## src/rtl/q88_pkg.sv

```systemverilog
// Shared Q8.8 constants, vec4 lane indices and the transform controller state type.
package q88_pkg;

   localparam logic [15:0] ONE = 16'h0100;

   // Lane order inside a packed {w,z,y,x} vector; x occupies the low 16 bits.
   localparam logic [1:0] LANE_X = 2'd0;
   localparam logic [1:0] LANE_Y = 2'd1;
   localparam logic [1:0] LANE_Z = 2'd2;
   localparam logic [1:0] LANE_W = 2'd3;

   typedef enum logic [1:0] {
      S_IDLE,
      S_ISSUE,
      S_WAIT,
      S_OUT
   } xform_state_e;

endpackage

```

## src/rtl/mat4_xform_ctrl.sv

```systemverilog
// 4x4 Q8.8 matrix * vec4 transform controller sequencing one row per dot4 operation.
module mat4_xform_ctrl
   import q88_pkg::*;
(
   input  logic        clk,
   input  logic        reset,
   input  logic        mat_we,
   input  logic [3:0]  mat_addr,
   input  logic [15:0] mat_wdata,
   input  logic        in_valid,
   output logic        in_ready,
   input  logic [63:0] in_vec,
   output logic        out_valid,
   input  logic        out_ready,
   output logic [63:0] out_vec,
   output logic        d_start,
   output logic [63:0] d_v1,
   output logic [63:0] d_v2,
   input  logic        d_done,
   input  logic [15:0] d_result
);

   logic [15:0]  m_q [16];
   xform_state_e state_q, state_d;
   logic [1:0]   row_q, row_d;
   logic [63:0]  v_q, v_d;
   logic [63:0]  out_q, out_d;
   logic [63:0]  m_row;

   always_ff @(posedge clk) begin
      if (reset) begin
         for (int unsigned i = 0; i < 16; i++) begin
            m_q[i[3:0]] <= (i[1:0] == i[3:2]) ? ONE : '0;
         end
      end else if (mat_we && state_q == S_IDLE) begin
         m_q[mat_addr] <= mat_wdata;
      end
   end

   always_ff @(posedge clk) begin
      if (reset) begin
         state_q <= S_IDLE;
         row_q   <= '0;
         v_q     <= '0;
         out_q   <= '0;
      end else begin
         state_q <= state_d;
         row_q   <= row_d;
         v_q     <= v_d;
         out_q   <= out_d;
      end
   end

   always_comb begin
      state_d = state_q;
      row_d   = row_q;
      v_d     = v_q;
      out_d   = out_q;
      case (state_q)
         S_IDLE: begin
            if (in_valid) begin
               v_d     = in_vec;
               row_d   = '0;
               state_d = S_ISSUE;
            end
         end
         S_ISSUE: state_d = S_WAIT;
         S_WAIT: begin
            // d_done is only meaningful here; a stale level elsewhere belongs to an earlier op.
            if (d_done) begin
               out_d[{row_q, 4'b0000} +: 16] = d_result;
               if (row_q == 2'd3) begin
                  state_d = S_OUT;
               end else begin
                  row_d   = row_q + 2'd1;
                  state_d = S_ISSUE;
               end
            end
         end
         S_OUT: begin
            if (out_ready) state_d = S_IDLE;
         end
         default: state_d = S_IDLE;
      endcase
   end

   // M cannot change outside IDLE, so the selected row stays stable for the whole dot4 op.
   assign m_row = {m_q[{row_q, LANE_W}], m_q[{row_q, LANE_Z}],
                   m_q[{row_q, LANE_Y}], m_q[{row_q, LANE_X}]};

   assign in_ready  = (state_q == S_IDLE);
   assign out_valid = (state_q == S_OUT);
   assign out_vec   = out_q;
   assign d_start   = (state_q == S_ISSUE);
   assign d_v1      = (state_q == S_ISSUE || state_q == S_WAIT) ? m_row : '0;
   assign d_v2      = v_q;

endmodule

```

## config.mk

```make
export PLATFORM = sky130hd
export DESIGN_NAME = mat4_xform_ctrl
export DESIGN_NICKNAME = d
export VERILOG_FILES = /design/src/rtl/q88_pkg.sv /design/src/rtl/mat4_xform_ctrl.sv
export SDC_FILE = /design/constraint.sdc
export NUM_CORES = 1
export LEC_CHECK = 0
export BUFFER_PORTS_ARGS = -buffer_cell sky130_fd_sc_hd__buf_4
export CAP_MARGIN = 20
export CORE_MARGIN = 2
export CORE_UTILIZATION = 31
export CTS_BUF_LIST = sky130_fd_sc_hd__clkbuf_8 sky130_fd_sc_hd__clkbuf_16
export CTS_CLUSTER_SIZE = 16
export DETAILED_ROUTE_END_ITERATION = 8
export HOLD_SLACK_MARGIN = 0.03
export PLACE_DENSITY_LB_ADDON = 0.08
export SLEW_MARGIN = 20
export SYNTH_ARGS = -nofsm -noshare
export SYNTH_HDL_FRONTEND = slang
export SYNTH_SLANG_ARGS = --single-unit
export TNS_END_PERCENT = 50
```

## constraint.sdc

```tcl
create_clock -name clk -period 6.7 [get_ports clk]
set_input_delay 1.005 -clock clk [delete_from_list [all_inputs] [get_ports clk]]
set_output_delay 1.005 -clock clk [all_outputs]
set_load 0.01 [all_outputs]
```

==> results.txt <==
Global routing consumed, over all layers together, 18.6% of the routing resources. The final wirelength came out at 50600 um. The placed instance area came out at 18900 um^2. The cell family contributing the most delay on the critical path is flip-flops. Max-cap violations in this run came to 0. The area growth from synthesis to layout is 25.1%. The power density over cell area is 291 nW/um^2. The signal on the critical path passes through buf_4 > mux4_2 > and2_1 > buf_4. The total die area is 54100 um^2.

The final global-route overflow total came out at 0. Subtracting the final worst setup slack from the clock period gives 4.14 ns. Counting both buffers and inverters, the worst setup path holds a total of 2.

The pre-antenna-repair detailed-routing pass consisted of 5 iterations. 301 I/O pins were placed. After the last flow step, the layout net total stands at 1705. The biggest area contributor in the post-synthesis netlist is sky130_fd_sc_hd__edfxtp_1. The maximum vdd ir drop came out at 0.163 mV. The number of warnings reported in the yosys synthesis log is 0. The class of the tightest hold or removal check is reg2reg. In the final routed layout, each cell accounts on average for 22.0 um.

By area the synthesized netlist is led by sky130_fd_sc_hd__edfxtp_1, sky130_fd_sc_hd__dfxtp_1, sky130_fd_sc_hd__mux4_2. The largest net degree at the start of global routing came out at 97. Synthesis inferred 390 register bits.

The largest individual stage delay along the critical path comes from the cell sky130_fd_sc_hd__dfxtp_4. For this run, design rule violations remaining after detail routing come to 0. The number of global-route vias before repair came out at 11500. In the final layout, flip-flops and latches occupy 10400 um^2. Setup repair after global routing left no endpoint under its margin. The number of clock buffers inserted by TritonCTS is 46. The worst hold path depth came out at 2. The worst reg-to-reg path cell count came out at 6. By count the netlist is led by sky130_fd_sc_hd__nor2_1, sky130_fd_sc_hd__edfxtp_1, sky130_fd_sc_hd__nand2_1. The worst setup path is of the reg2out kind. The diode insertion count for antenna repair came out at 0. The clock tree buffer depth is 3. The data required time of the critical path came out at 5.69 ns. The run finished with clean final reports. Clock-pin slew was measured on the worst setup and hold paths at 0.06 ns. The half-perimeter wire length after detailed placement came out at 31200 um. The number of setup buffers added after CTS is 0. The share of Yosys cell area claimed by the top area cell type came out at 47.5%. The ratio of final minimum period to clock period came out at 61.7%. For this configuration, the core starts out at a cell density of 31.4%. STA classifies the critical path startpoint as a flop. Static timing analysis puts the maximum clock frequency at 242 MHz. The number of placed instances, taps included is 2221.

Among the stages of the critical path, the cell type that occurs most often is sky130_fd_sc_hd__buf_4. The global-route wire length before repair is 74700 um. For this run, asynchronously set or reset flops after synthesis account for 0%. The H-tree generated during clock tree synthesis spans 2 levels. The post-placement worst setup slack is 3.04 ns.

The fill cell instance count of the final layout is 5086. The number of clock sinks came out at 390. The number of hold buffers added after CTS was 0. Summing the sequential cell areas from Yosys gives 64.1% of the chip area. The final estimated routing congestion in global placement came out at 0.738. The max-slew headroom at the worst pin came out at 34.5%.

The final non-filler cell total came out at 2303. The total count of max-transition violations in the final report came out at 0. The number of antenna violations at the first check in global routing is 2. The proportion of layout cells with a drive suffix above 1 came out at 28.6%. The maximum cell stage delay along the critical path is 0.95 ns.

The worst-margin pin slew is 0.982 ns. The clock latency reported for the late side of the worst-skew pair is 0.58 ns. Setup slack on the critical path of the routed design comes to 2.56 ns. The critical path runs through a total of 4 cells. Along the worst path, the maximum fanout reaches 39. TritonCTS built the clock tree. The total number of vias came out at 11200. The net count after synthesis is 1436. The number of synthesized flops with an enable pin is 256. The per-cell via count in the routed design came out at 4.85. Setup violations remaining at the end of the flow were counted as 0.

For this run, the share of the core covered by cells in the final layout is 39.3%. The tree is rooted in a sky130_fd_sc_hd__clkbuf_16. In the synthesized netlist the dominant register cell turns out to be sky130_fd_sc_hd__edfxtp_1.

The region available for standard cell placement spans 51500 um^2. The total negative slack came out at 0 ns. Data on the critical path arrives at its endpoint at 3.13 ns. The quantity of I/O buffers inserted on ports came out at 300.

The area of the multi-input gates came out at 5230 um^2. Gates resized during post-CTS repair numbered 0. For the final database, setup skew stands at 0.0181 ns. The standard-cell row count came out at 83. The detailed router's first-iteration violation count came out at 691. The count of different cell masters after synthesis came out at 45. The synthesized area per cell is 12.3 um^2. The synthesized netlist cell count came out at 1320. The height of the die came out at 233 um. Yosys instantiated no cell more often than sky130_fd_sc_hd__nor2_1.

STA classifies the critical path endpoint as a primary output. Once detail routing completed, the nets flagged for antenna violations numbered 0. The post-route total power came out at 5.89 mW. The cell area after technology mapping came out at 16200 um^2. The static leakage power is 7.61 nW. The hold violation count in the final report is 0. The width of the die is 233 um. The post-route cell area came out at 20200 um^2.

The worst hold slack after final layout came out at 0.456 ns.
logic make-up (layout without fill, tap and decap cells):
kind of cell               after synthesis  in the layout  share of synthesized area [%]
buffers and inverters                  110            413                           3.80
muxes                                   64             64                           8.91
and+or+nand+nor                        591            591                           15.7
DFF                                    390            390                           64.1
AOI/OAI and AO/OA                      155            155                           6.74
adders and majority gates               10             10                          0.773
state kept, by name (all words and copies together) (netlist names), named ones only:
name,flops
state_q,2
d_v2,64
m_q,256
out_vec,64
row_q,2
power breakdown:
part           internal (mW)  switching, mW  total (mW)
Clock                   1.27          0.995        2.27
Sequential              2.68         0.0575        2.73
Combinational          0.357          0.528       0.885
tightest hold or removal path: cells and delay by family (launching register included):
family,cells,cell delay [ns]
AO/OA/AOI/OAI,1,0.05
flip-flops,1,0.31
AND/OR/NAND/NOR,1,0.05
layout by cell type (no fill, tap or decap), drive strengths merged, types with 8 or more instances in the layout:
master    n
nor2    274
nand2   205
inv      31
nand3     9
nor3b    13
mux4     64
a22o     12
clkinv   16
buf     318
and2     69
ha       10
a32oi    16
o21ai     8
a21o     12
edfxtp  256
a21oi    66
a32o     16
clkbuf   48
dfxtp   134
a31o     12
per-layer routing:
metal / vias to the layer above / share of wire [%] / wire (um) / GRT usage, %
met3: 62 / 7.1 / 3610 / 5.43
met2: 320 / 46 / 23300 / 29.2
met5: - / 0.065 / 33 / 0
li1: 5225 / - / - / -
met4: 4 / 2.0 / 1020 / 5.06
met1: 5564 / 45 / 22600 / 25.0
layout make-up:
type | count | area share, %
flip-flops and latches | 390 | 51.3
multi-input cells | 820 | 25.8
repair buffers | 318 | 11.8
clock buffers | 48 | 5.88
well taps | 680 | 4.20
clock inverters | 34 | 0.791
inverters | 13 | 0.241
path summary, 6_finish.rpt:
| kind | start | endpoint | slack [ns] |
|---|---|---|---|
| worst max-delay path | flop | d_v1[63] | 2.56 |
| worst min-delay path | d_v2[3] | d_v2[3] | 0.46 |
| worst max register to register | state_q[1] | m_q[11][12] | 3.54 |
| worst min register to register | d_v2[3] | d_v2[3] | 0.46 |
(Power assumes the default switching activity.)
